**src/rtl/clause_state_tracker_pkg.sv**
```systemverilog
// Shared types for the clause state tracker: FSM states and counter-width helper.
package clause_state_tracker_pkg;

    typedef enum logic [1:0] {
        ST_IDLE   = 2'd0,
        ST_LOAD   = 2'd1,
        ST_ACTIVE = 2'd2
    } state_t;

    // Bits needed to hold a count in 0..n.
    function automatic int cnt_width(input int n);
        return (n < 1) ? 1 : $clog2(n + 1);
    endfunction

endpackage

```
**src/rtl/clause_state_tracker_lit_match.sv**
```systemverilog
// Combinational match of one assignment event against all stored literal slots,
// returning how many slots it makes true and how many it makes false.
module lit_match
    import clause_state_tracker_pkg::*;
#(
    parameter int VAR_W    = 3,
    parameter int MAX_LITS = 8,
    parameter int CNT_W    = cnt_width(MAX_LITS)
) (
    input  logic [MAX_LITS-1:0][VAR_W:0] slots,
    input  logic [MAX_LITS-1:0]          slot_vld,
    input  logic [VAR_W-1:0]             var_idx,
    input  logic                         val,
    output logic [CNT_W-1:0]             ntrue,
    output logic [CNT_W-1:0]             nfalse
);

    always_comb begin
        ntrue  = '0;
        nfalse = '0;
        for (int unsigned k = 0; k < MAX_LITS; k++) begin
            if (slot_vld[k] && (slots[k][VAR_W-1:0] == var_idx)) begin
                // slot literal is {neg, var}: true when the value differs from neg
                if (val != slots[k][VAR_W])
                    ntrue = ntrue + CNT_W'(1);
                else
                    nfalse = nfalse + CNT_W'(1);
            end
        end
    end

endmodule

```
**src/rtl/clause_state_tracker.sv**
```systemverilog
// Holds one clause, tracks assign/undo events through a 2-stage pipeline and
// reports the false-literal count and partial-satisfaction flag with a strobe.
module clause_state_tracker
    import clause_state_tracker_pkg::*;
#(
    parameter  int SIZE     = 8,
    parameter  int VAR_NUM  = 8,
    parameter  int MAX_LITS = 8,
    localparam int VAR_W    = $clog2(VAR_NUM)
) (
    input  logic             clock,
    input  logic             rst_n,
    input  logic             clear,
    input  logic             lit_valid,
    input  logic [VAR_W:0]   lit_data,
    input  logic             lit_last,
    output logic             lit_ready,
    input  logic             asg_valid,
    input  logic [VAR_W-1:0] asg_var,
    input  logic             asg_val,
    input  logic             asg_undo,
    output logic             asg_ready,
    output logic [SIZE-1:0]  counter,
    output logic [SIZE-1:0]  clause_size,
    output logic             part_sat,
    output logic             en_part_sat,
    output logic             overflow,
    output logic             asg_err
);

    localparam int LIT_W = VAR_W + 1;
    localparam int CNT_W = cnt_width(MAX_LITS);

    state_t state, state_nx;

    logic [MAX_LITS-1:0][LIT_W-1:0] slots;
    logic [MAX_LITS-1:0]            slot_vld;
    logic [VAR_NUM-1:0]             assigned;
    logic [VAR_NUM-1:0]             val_bm;

    logic             load_fire;
    logic             asg_fire;
    logic             asg_legal;
    logic             eff_val;
    logic [CNT_W-1:0] m_ntrue;
    logic [CNT_W-1:0] m_nfalse;

    logic             s1_valid;
    logic             s1_undo;
    logic [CNT_W-1:0] s1_ntrue;
    logic [CNT_W-1:0] s1_nfalse;

    logic [CNT_W-1:0] sat_cnt;
    logic [CNT_W-1:0] sat_cnt_nx;
    logic [SIZE-1:0]  counter_nx;

    assign lit_ready = (state == ST_IDLE) || (state == ST_LOAD);
    assign asg_ready = (state == ST_ACTIVE);

    always_ff @(posedge clock or negedge rst_n) begin
        if (!rst_n) state <= ST_IDLE;
        else        state <= state_nx;
    end

    always_comb begin
        state_nx = state;
        case (state)
            ST_IDLE:   if (lit_valid) state_nx = lit_last ? ST_ACTIVE : ST_LOAD;
            ST_LOAD:   if (lit_valid && lit_last) state_nx = ST_ACTIVE;
            ST_ACTIVE: state_nx = ST_ACTIVE;
            default:   state_nx = ST_IDLE;
        endcase
        if (clear) state_nx = ST_IDLE;
    end

    always_comb begin
        load_fire = lit_valid && lit_ready && !clear;
        asg_fire  = asg_valid && asg_ready && !clear;
        asg_legal = asg_undo ? assigned[asg_var] : !assigned[asg_var];
        // undo replays the stored value so its deltas exactly cancel the assign
        eff_val   = asg_undo ? val_bm[asg_var] : asg_val;
    end

    lit_match #(
        .VAR_W    (VAR_W),
        .MAX_LITS (MAX_LITS),
        .CNT_W    (CNT_W)
    ) u_lit_match (
        .slots    (slots),
        .slot_vld (slot_vld),
        .var_idx  (asg_var),
        .val      (eff_val),
        .ntrue    (m_ntrue),
        .nfalse   (m_nfalse)
    );

    always_ff @(posedge clock or negedge rst_n) begin
        if (!rst_n) begin
            slots       <= '0;
            slot_vld    <= '0;
            clause_size <= '0;
            overflow    <= 1'b0;
        end else if (clear) begin
            slots       <= '0;
            slot_vld    <= '0;
            clause_size <= '0;
            overflow    <= 1'b0;
        end else if (load_fire) begin
            if (clause_size < SIZE'(MAX_LITS)) begin
                for (int unsigned k = 0; k < MAX_LITS; k++) begin
                    if (SIZE'(k) == clause_size) begin
                        slots[k]    <= lit_data;
                        slot_vld[k] <= 1'b1;
                    end
                end
                clause_size <= clause_size + 1'b1;
            end else begin
                overflow <= 1'b1;
            end
        end
    end

    // S1: legality check and bitmap update land on the same edge, so the next
    // cycle's event already sees them.
    always_ff @(posedge clock or negedge rst_n) begin
        if (!rst_n) begin
            assigned  <= '0;
            val_bm    <= '0;
            s1_valid  <= 1'b0;
            s1_undo   <= 1'b0;
            s1_ntrue  <= '0;
            s1_nfalse <= '0;
            asg_err   <= 1'b0;
        end else if (clear) begin
            assigned  <= '0;
            val_bm    <= '0;
            s1_valid  <= 1'b0;
            s1_undo   <= 1'b0;
            s1_ntrue  <= '0;
            s1_nfalse <= '0;
            asg_err   <= 1'b0;
        end else begin
            s1_valid  <= asg_fire && asg_legal;
            asg_err   <= asg_fire && !asg_legal;
            s1_undo   <= asg_undo;
            s1_ntrue  <= m_ntrue;
            s1_nfalse <= m_nfalse;
            if (asg_fire && asg_legal) begin
                assigned[asg_var] <= !asg_undo;
                if (!asg_undo) val_bm[asg_var] <= asg_val;
            end
        end
    end

    always_comb begin
        counter_nx = s1_undo ? (counter - SIZE'(s1_nfalse)) : (counter + SIZE'(s1_nfalse));
        sat_cnt_nx = s1_undo ? (sat_cnt - s1_ntrue) : (sat_cnt + s1_ntrue);
    end

    always_ff @(posedge clock or negedge rst_n) begin
        if (!rst_n) begin
            counter     <= '0;
            sat_cnt     <= '0;
            part_sat    <= 1'b0;
            en_part_sat <= 1'b0;
        end else if (clear) begin
            counter     <= '0;
            sat_cnt     <= '0;
            part_sat    <= 1'b0;
            en_part_sat <= 1'b0;
        end else begin
            en_part_sat <= s1_valid;
            if (s1_valid) begin
                counter  <= counter_nx;
                sat_cnt  <= sat_cnt_nx;
                part_sat <= (sat_cnt_nx != '0);
            end
        end
    end

endmodule

```
**config.mk**
```make
export PLATFORM = sky130hd
export DESIGN_NAME = clause_state_tracker
export DESIGN_NICKNAME = d
export VERILOG_FILES = /design/src/rtl/clause_state_tracker_pkg.sv /design/src/rtl/clause_state_tracker_lit_match.sv /design/src/rtl/clause_state_tracker.sv
export SDC_FILE = /design/constraint.sdc
export NUM_CORES = 1
export LEC_CHECK = 0
export BUFFER_PORTS_ARGS = -buffer_cell sky130_fd_sc_hd__buf_2
export CAP_MARGIN = 5
export CORE_AREA = 3 3 144 132
export CTS_CLUSTER_DIAMETER = 80
export DETAILED_ROUTE_END_ITERATION = 10
export DIE_AREA = 0 0 147 135
export PLACE_DENSITY = 0.6
export SLEW_MARGIN = 15
export SYNTH_ARGS = -nofsm -noshare
export SYNTH_HDL_FRONTEND = slang
export SYNTH_SLANG_ARGS = --single-unit
```
**constraint.sdc**
```tcl
create_clock -name clock -period 11.45 [get_ports clock]
set_input_delay 2.29 -clock clock [delete_from_list [all_inputs] [get_ports clock]]
set_output_delay 2.29 -clock clock [all_outputs]
set_load 0.05 [all_outputs]
```
==> run summary, run 1 <==
Setup bufs post-CTS -> 0
Largest net degree at the start of global routing -> 84
Tot GR Track Use -> 0.144
Combinational fraction of design power -> 0.166
IR drop worst, VDD -> 0.0909 mV
Final worst slack -> 3.61 ns
Fmax -> 128 MHz
Synthesized cell area -> 6130 um2
Max transition margin -> 0.362
Sequential area share after synthesis -> 0.376
Worst Setup Start Kind -> input pin
Worst-case clock buffer depth -> 2
Ys async rst share -> 1.00
Worst skew pair latency -> 0.35 ns
# clock sinks -> 92
Antenna viol nets, final -> 0
Gpl congestion -> 0.835
Outcome -> finished, final reports clean
Crit Path Max Fanout -> 17
Yosys reg bits -> 92
Final TNS setup -> 0 ns
Final Cycle Share -> 0.684
Final hold vios -> 0
RSZ-0062 raised after global routing -> no
First-pass GRT wire length -> 23500 um
Starting Density -> 0.348
Crit end category -> register
Fin. max-slew vios -> 0
Kind of critical path -> in2reg
Hold-fix buffers, CTS -> 0
Pwr dens -> 115 nW/um2
Num CTS Buffers -> 9
Static Leakage -> 2.90 nW
Routed WL -> 13800 um
WHS -> 0.504 ns
Final Critical Period -> 7.84 ns
Post-Synthesis Cells -> 698
Hold crit path type -> reg2reg
Root Buffer -> clkbuf_16
Routed length per instance -> 14.5 um
Synthesized Nets -> 748
Unique masters post-synth -> 65
DRT iter0 DRCs -> 222
Worst slack, placed -> 3.32 ns
Vias/cell -> 5.00
Slew @ Worst Pin -> 0.954 ns
Clk pin slew, worst setup/hold paths -> 0.07 ns
Vias -> 4754
H-tree depth -> 3
Clock skew -> 0.0112 ns
Nets -> 757
Seq pwr share -> 0.442
Gates resized, CTS repair -> 0
Req. time, crit path -> 11.64 ns
Switching share of total power -> 0.293
Share of cells above drive strength 1 -> 0.105
FILL cells -> 1849
Count of TritonRoute iterations in the first routing pass -> 4
Die area -> 19800 um2
Max_cap viols -> 0
CTS tree -> yes
Avg Cell Area, Syn -> 8.78 um2
DRC -> 0
Worst EP arrival -> 8.03 ns
Main synth FF type -> dfrtp_1
I/O Pins -> 37
Ys Warns -> 0
Int Pwr -> 551 uW
Gr ovfl total -> 0
Die height -> 135 um
FP Rows -> 46
Net switching power -> 228 uW
Area delta synth->final -> 10.3%
Initial antenna violation count -> 0
Vias in the first global route -> 4648
Diodes inserted -> 0
Die width -> 147 um
Final Setup Violations -> 0
Buffers on Ports -> 36
Core Box Area -> 17600 um2
Clock Power Share -> 0.392
EDFF count, synth -> 0
Hpwl dp -> 9550 um
## layout by cell type, fill, tap and decap left out, drive strengths merged, types with 27 or more instances in the layout
master	synthesis	routed
a21oi	57	57
buf	9	38
dfrtp	92	92
ha	33	33
inv	34	35
nand2	83	83
nand3	48	48
nor2	63	63
o21ai	27	27
xnor2	52	52
## critical path, cell delays in order
cell,delay (ns)
buf_2,0.36
mux2i_1,0.16
mux4_2,0.54
a31o_2,0.33
xnor2_1,0.23
inv_1,0.07
ha_1,0.27
nand2_1,0.04
o21ai_1,0.25
ha_1,0.32
mux2i_1,0.25
inv_1,0.15
ha_1,0.33
nand3_1,0.10
nor2_1,0.05
o31a_1,0.23
a211o_1,0.28
ha_1,0.29
mux2i_1,0.21
inv_1,0.08
ha_1,0.32
nor3b_1,0.14
o21ai_0,0.20
nor3_1,0.09
a211oi_2,0.23
xor2_1,0.16
nor2_1,0.05
## synth_stat cells (3+ instances only)
library cell | count | area share
dfrtp_1 | 92 | 0.38
nand2_1 | 83 | 0.051
nor2_1 | 63 | 0.039
a21oi_1 | 57 | 0.047
xnor2_1 | 50 | 0.071
nand3_1 | 47 | 0.038
ha_1 | 33 | 0.067
inv_1 | 33 | 0.020
clkbuf_1 | 27 | 0.017
o21ai_0 | 26 | 0.021
xor2_1 | 23 | 0.033
mux2i_1 | 19 | 0.031
nor2b_1 | 11 | 0.011
nor3_1 | 10 | 0.0082
nand2b_1 | 9 | 0.0092
o211ai_1 | 9 | 0.011
a21o_1 | 8 | 0.0098
and2_1 | 6 | 0.0061
mux2_2 | 6 | 0.011
nor4_1 | 6 | 0.0061
nand4_1 | 5 | 0.0051
a211oi_1 | 4 | 0.0049
a31oi_1 | 4 | 0.0041
buf_1 | 4 | 0.0024
clkbuf_2 | 4 | 0.0033
or3_1 | 4 | 0.0041
and3_1 | 3 | 0.0031
buf_6 | 3 | 0.0055
o2111ai_1 | 3 | 0.0043
or2_2 | 3 | 0.0031
## power by group through the flow
stage | registers, mW | clock network [mW] | logic (mW)
3_3_place_gp | 0.351 | 0 | 0.129
6_report | 0.344 | 0.305 | 0.130
2_1_floorplan | 0.354 | 0 | 0.0913
3_5_place_dp | 0.351 | 0 | 0.130
4_1_cts | 0.344 | 0.315 | 0.131
5_1_grt | 0.346 | 0.328 | 0.145
## area by class of cell
class | count | area (um2) | share of cell area
clock buffer | 11 | 243 | 0.0359
clock inverter | 4 | 58.8 | 0.00870
inverter | 35 | 131 | 0.0194
multi-input combinational | 531 | 3530 | 0.522
sequential | 92 | 2300 | 0.341
tap | 240 | 300 | 0.0444
timing repair buffer | 38 | 198 | 0.0292
## worst paths after layout
| check | from | to | slack [ns] | cells past startpoint |
|---|---|---|---|---|
| min reg2reg | slot_vld[6] | slot_vld[6] | 0.50 | 2 |
| max reg2reg | val_bm[5] | s1_nfalse[3] | 5.61 | 26 |
| max | asg_var[1] | s1_nfalse[3] | 3.61 | 27 |
| min in group asynchronous | rst_n | slots[0] | 1.85 | 1 |
| max in group asynchronous | rst_n | s1_ntrue[1] | 8.42 | 2 |
| min | slot_vld[6] | slot_vld[6] | 0.50 | 2 |
## layer usage
metal / up-vias / GRT usage / routed length [um] / share of wire
li1: 2404 / - / - / -
met1: 2273 / 0.206 / 6910 / 0.50
met2: 67 / 0.224 / 6190 / 0.45
met3: 10 / 0.0315 / 510 / 0.037
met4: 0 / 0.0373 / 142 / 0.010
met5: - / 0 / 0 / 0
## cell families (layout without fill, tap and decap cells)
group,Yosys count,count (layout),share of synthesized area
buffers and inverters,75,88,0.0508
xor gates and xnor gates,78,78,0.120
muxes,27,27,0.0482
adders and majority gates,37,37,0.0774
DFF,92,92,0.376
and+or+nand+nor,260,260,0.201
AOI/OAI and AO/OA,129,129,0.128
## flip-flops by register name (all words and copies together) (netlist names), 4 cells and up
signal,count
s1_ntrue,4
slots,32
clause_size,8
sat_cnt,4
s1_nfalse,4
slot_vld,8
counter,8
val_bm,8
assigned,8
## stage by stage
stage               power [mW]  cell area (um2)  std cells  utilization
floorplan                0.446             6130        698            -
global placement         0.480             6460        936        0.367
detailed placement       0.481             6460        936        0.367
CTS                      0.790             6760        951        0.384
global route             0.818             6760        951        0.384
finish                   0.779             6760        951        0.384
(Power assumes the default switching activity.)
==> run 2, diff against run 1 <==
--- a/config.mk
+++ b/config.mk
@@ -5,12 +5,13 @@
 export SDC_FILE = /design/constraint.sdc
 export NUM_CORES = 1
 export LEC_CHECK = 0
+export ABC_AREA = 1
 export BUFFER_PORTS_ARGS = -buffer_cell sky130_fd_sc_hd__buf_2
 export CAP_MARGIN = 5
-export CORE_AREA = 3 3 144 132
+export CORE_AREA = 3 3 143 131
 export CTS_CLUSTER_DIAMETER = 80
 export DETAILED_ROUTE_END_ITERATION = 10
-export DIE_AREA = 0 0 147 135
+export DIE_AREA = 0 0 146 134
 export PLACE_DENSITY = 0.6
 export SLEW_MARGIN = 15
 export SYNTH_ARGS = -nofsm -noshare
==> constraint.sdc (replaced) <==
create_clock -name clock -period 7.8 [get_ports clock]
set_input_delay 1.56 -clock clock [delete_from_list [all_inputs] [get_ports clock]]
set_output_delay 1.56 -clock clock [all_outputs]
set_load 0.05 [all_outputs]
==> run 2 against run 1 <==
  * Non-clock buffer count unchanged
  * Area after synthesis down 1.3%
  * Clock skew about the same
  * Synthesized cell count up 19%
  * Critical path type unchanged
==> run summary, run 2 <==
Outcome -> finished, final reports clean
Clock skew -> 0.0114 ns (+0.000169 ns)
Pwr dens -> 184 nW/um2 (+60%)
Main synth FF type -> dfrtp_1
Share of cells above drive strength 1 -> 0.106 (+0.000140)
IR drop worst, VDD -> 0.124 mV (+37%)
Final Critical Period -> 6.18 ns
Final Cycle Share -> 0.792
Final std cells w/o fill -> 1111 (+17%)
Max_cap viols -> 0 (unchanged)
Ys async rst share -> 1.00 (unchanged)
Most numerous cell in the Yosys netlist -> nand2_1
Routed WL -> 13400 um (-2.6%)
Final Total Pwr -> 1.24 mW (+59%)
RSZ-0062 raised after global routing -> no
Synthesized Nets -> 882 (+18%)
Die width -> 146 um (-0.68%)
Crit Path Max Fanout -> 22 (+5)
# clock sinks -> 92 (unchanged)
Routed length per instance -> 12.1 um (-17%)
Most frequent cells in the layout -> nand2_1, inv_1, dfrtp_1
Largest net degree at the start of global routing -> 49 (-42%)
Vias/cell -> 4.70 (-6.0%)
Synth area leaders -> dfrtp_1, nand2_1, inv_1, ha_1, o21ai_0
Hold path startpoint -> part_sat
Synthesized cell area -> 6050 um2 (-1.3%)
Final hold vios -> 0 (unchanged)
Root Buffer -> clkbuf_16
Fmax -> 162 MHz
Worst skew pair latency -> 0.35 ns (about the same)
Initial antenna violation count -> 0 (unchanged)
Placed Instances -> 1095 (+17%)
First-pass GRT wire length -> 23600 um (+0.71%)
Synth top cells by count -> nand2_1, inv_1, dfrtp_1
Final TNS setup -> 0 ns (unchanged)
Fin. max-slew vios -> 0 (unchanged)
Worst-case clock buffer depth -> 2 (unchanged)
Gates resized, CTS repair -> 0 (unchanged)
Worst Setup Start Kind -> input pin
Static Leakage -> 3.47 nW (+20%)
Unique masters post-synth -> 41 (-37%)
Core Box Area -> 17400 um2 (-0.98%)
Yosys reg bits -> 92 (unchanged)
Hpwl dp -> 10300 um (+7.4%)
Tot GR Track Use -> 0.145 (+0.000953)
Worst EP arrival -> 6.42 ns (-1.61 ns)
Final Setup Violations -> 0 (unchanged)
Die area -> 19600 um2 (-1.4%)
Post-synth top area share -> 0.381 (+0.00505)
EDFF count, synth -> 0 (unchanged)
Gr ovfl total -> 0 (unchanged)
Final worst slack -> 1.62 ns (-1.99 ns)
Crit end category -> register
Gpl congestion -> 0.874 (+4.7%)
Nets -> 916 (+21%)
Num CTS Buffers -> 9 (unchanged)
Avg Cell Area, Syn -> 7.27 um2 (-17%)
Vias in the first global route -> 4963 (+6.8%)
Commonest non-fill, non-tap cell in the layout -> nand2_1
Setup bufs post-CTS -> 0 (unchanged)
Die height -> 134 um (-0.74%)
FP Rows -> 46 (unchanged)
Hold-fix buffers, CTS -> 0 (unchanged)
Req. time, crit path -> 8.04 ns (-3.60 ns)
I/O Pins -> 37 (unchanged)
Clk pin slew, worst setup/hold paths -> 0.07 ns (about the same)
Post-Synthesis Cells -> 832 (+19%)
Buffers on Ports -> 36 (unchanged)
Most used cell, CP -> nand2_1
Sequential area share after synthesis -> 0.381 (+0.00505)
DRT iter0 DRCs -> 304 (+37%)
DRC -> 0 (unchanged)
Slew @ Worst Pin -> 0.742 ns (-0.212 ns)
CP startpoint -> asg_var[0]
Max reg flops -> 32 (unchanged)
CTS tree -> yes
Worst slack, placed -> 1.24 ns (-2.08 ns)
Diodes inserted -> 0 (unchanged)
CP max stage cell -> ha_1
Max transition margin -> 0.503 (+0.141)
Critical R2R Launch -> val_bm[5]
Vias -> 5219 (+9.8%)
H-tree depth -> 3 (unchanged)
Antenna viol nets, final -> 0 (unchanged)
Kind of critical path -> in2reg
Starting Density -> 0.347 (-0.00122)
Count of TritonRoute iterations in the first routing pass -> 5 (+1)
Slowest stage delay, CP -> 0.30 ns (-0.24 ns)
Area delta synth->final -> 11.7%
Hold crit path type -> reg2reg
Post-synth top area cell -> dfrtp_1
Top reg by flops -> slots
WHS -> 0.489 ns (-0.0148 ns)
Ys Warns -> 0 (unchanged)
-- run 2: cell count changes after synthesis, sizes merged, moves of 12 or more --
| cell | change |
|---|---|
| nor2 | +14 |
| clkbuf | -26 |
| a21oi | -25 |
| o21ai | +42 |
| o22ai | +12 |
| mux2i | -19 |
| inv | +104 |
| nand4 | +17 |
| xnor2 | -47 |
| nand2 | +127 |
-- run 2: per-stage QoR --
| step | area, um2 | utilization |
|---|---|---|
| CTS | 6760 | 0.387 |
| detailed placement | 6460 | 0.370 |
| global route | 6760 | 0.387 |
| floorplan | 6050 | - |
| finish | 6760 | 0.387 |
| global placement | 6460 | 0.370 |
-- run 2: path summary, 6_finish.rpt --
path                                   to  slack, ns  cells past startpoint
max                           s1_ntrue[1]       1.62                     36
min                              part_sat       0.49                      2
max reg2reg                   s1_ntrue[1]       2.90                     35
min reg2reg                      part_sat       0.49                      2
max in group asynchronous  clause_size[5]       5.58                      2
min in group asynchronous     assigned[0]       1.22                      1
-- run 2: worst max-delay path: cells and delay by family --
| family | cells | cell delay, ns |
|---|---|---|
| and+or+nand+nor | 21 | 2.27 |
| adders and majority gates | 6 | 1.63 |
| buffers and inverters | 8 | 0.76 |
| AOI/OAI and AO/OA | 1 | 0.17 |
-- run 2: cell type report --
class	instances	area [um2]
inverter	141	529
multi-input combinational	584	3130
clock inverter	5	43.8
tap	240	300
clock buffer	11	253
sequential	92	2300
timing repair buffer	38	198
fill	1827	10700
-- run 2: per-layer routing --
metal | vias to the layer above | GRT usage | routed length (um)
met1 | 2368 | 0.200 | 6760
met4 | 0 | 0.0308 | 175
met2 | 78 | 0.238 | 5950
met5 | - | 0 | 0
met3 | 14 | 0.0324 | 497
li1 | 2759 | - | -
-- run 2: power by group --
group          switching [mW]  total [mW]  leakage, nW  internal [mW]
clock network           0.195       0.432        0.146          0.237
registers              0.0292       0.539         1.24          0.510
logic                   0.190       0.270         2.08         0.0803
-- run 2: cells by family after synthesis --
logic type | after synthesis | synth area share
XOR/XNOR | 22 | 0.0319
AO/OA/AOI/OAI | 139 | 0.130
AND/OR/NAND/NOR | 388 | 0.281
adder cells (fa/ha/maj) | 35 | 0.0749
buffers and inverters | 156 | 0.102
flip-flops | 92 | 0.381
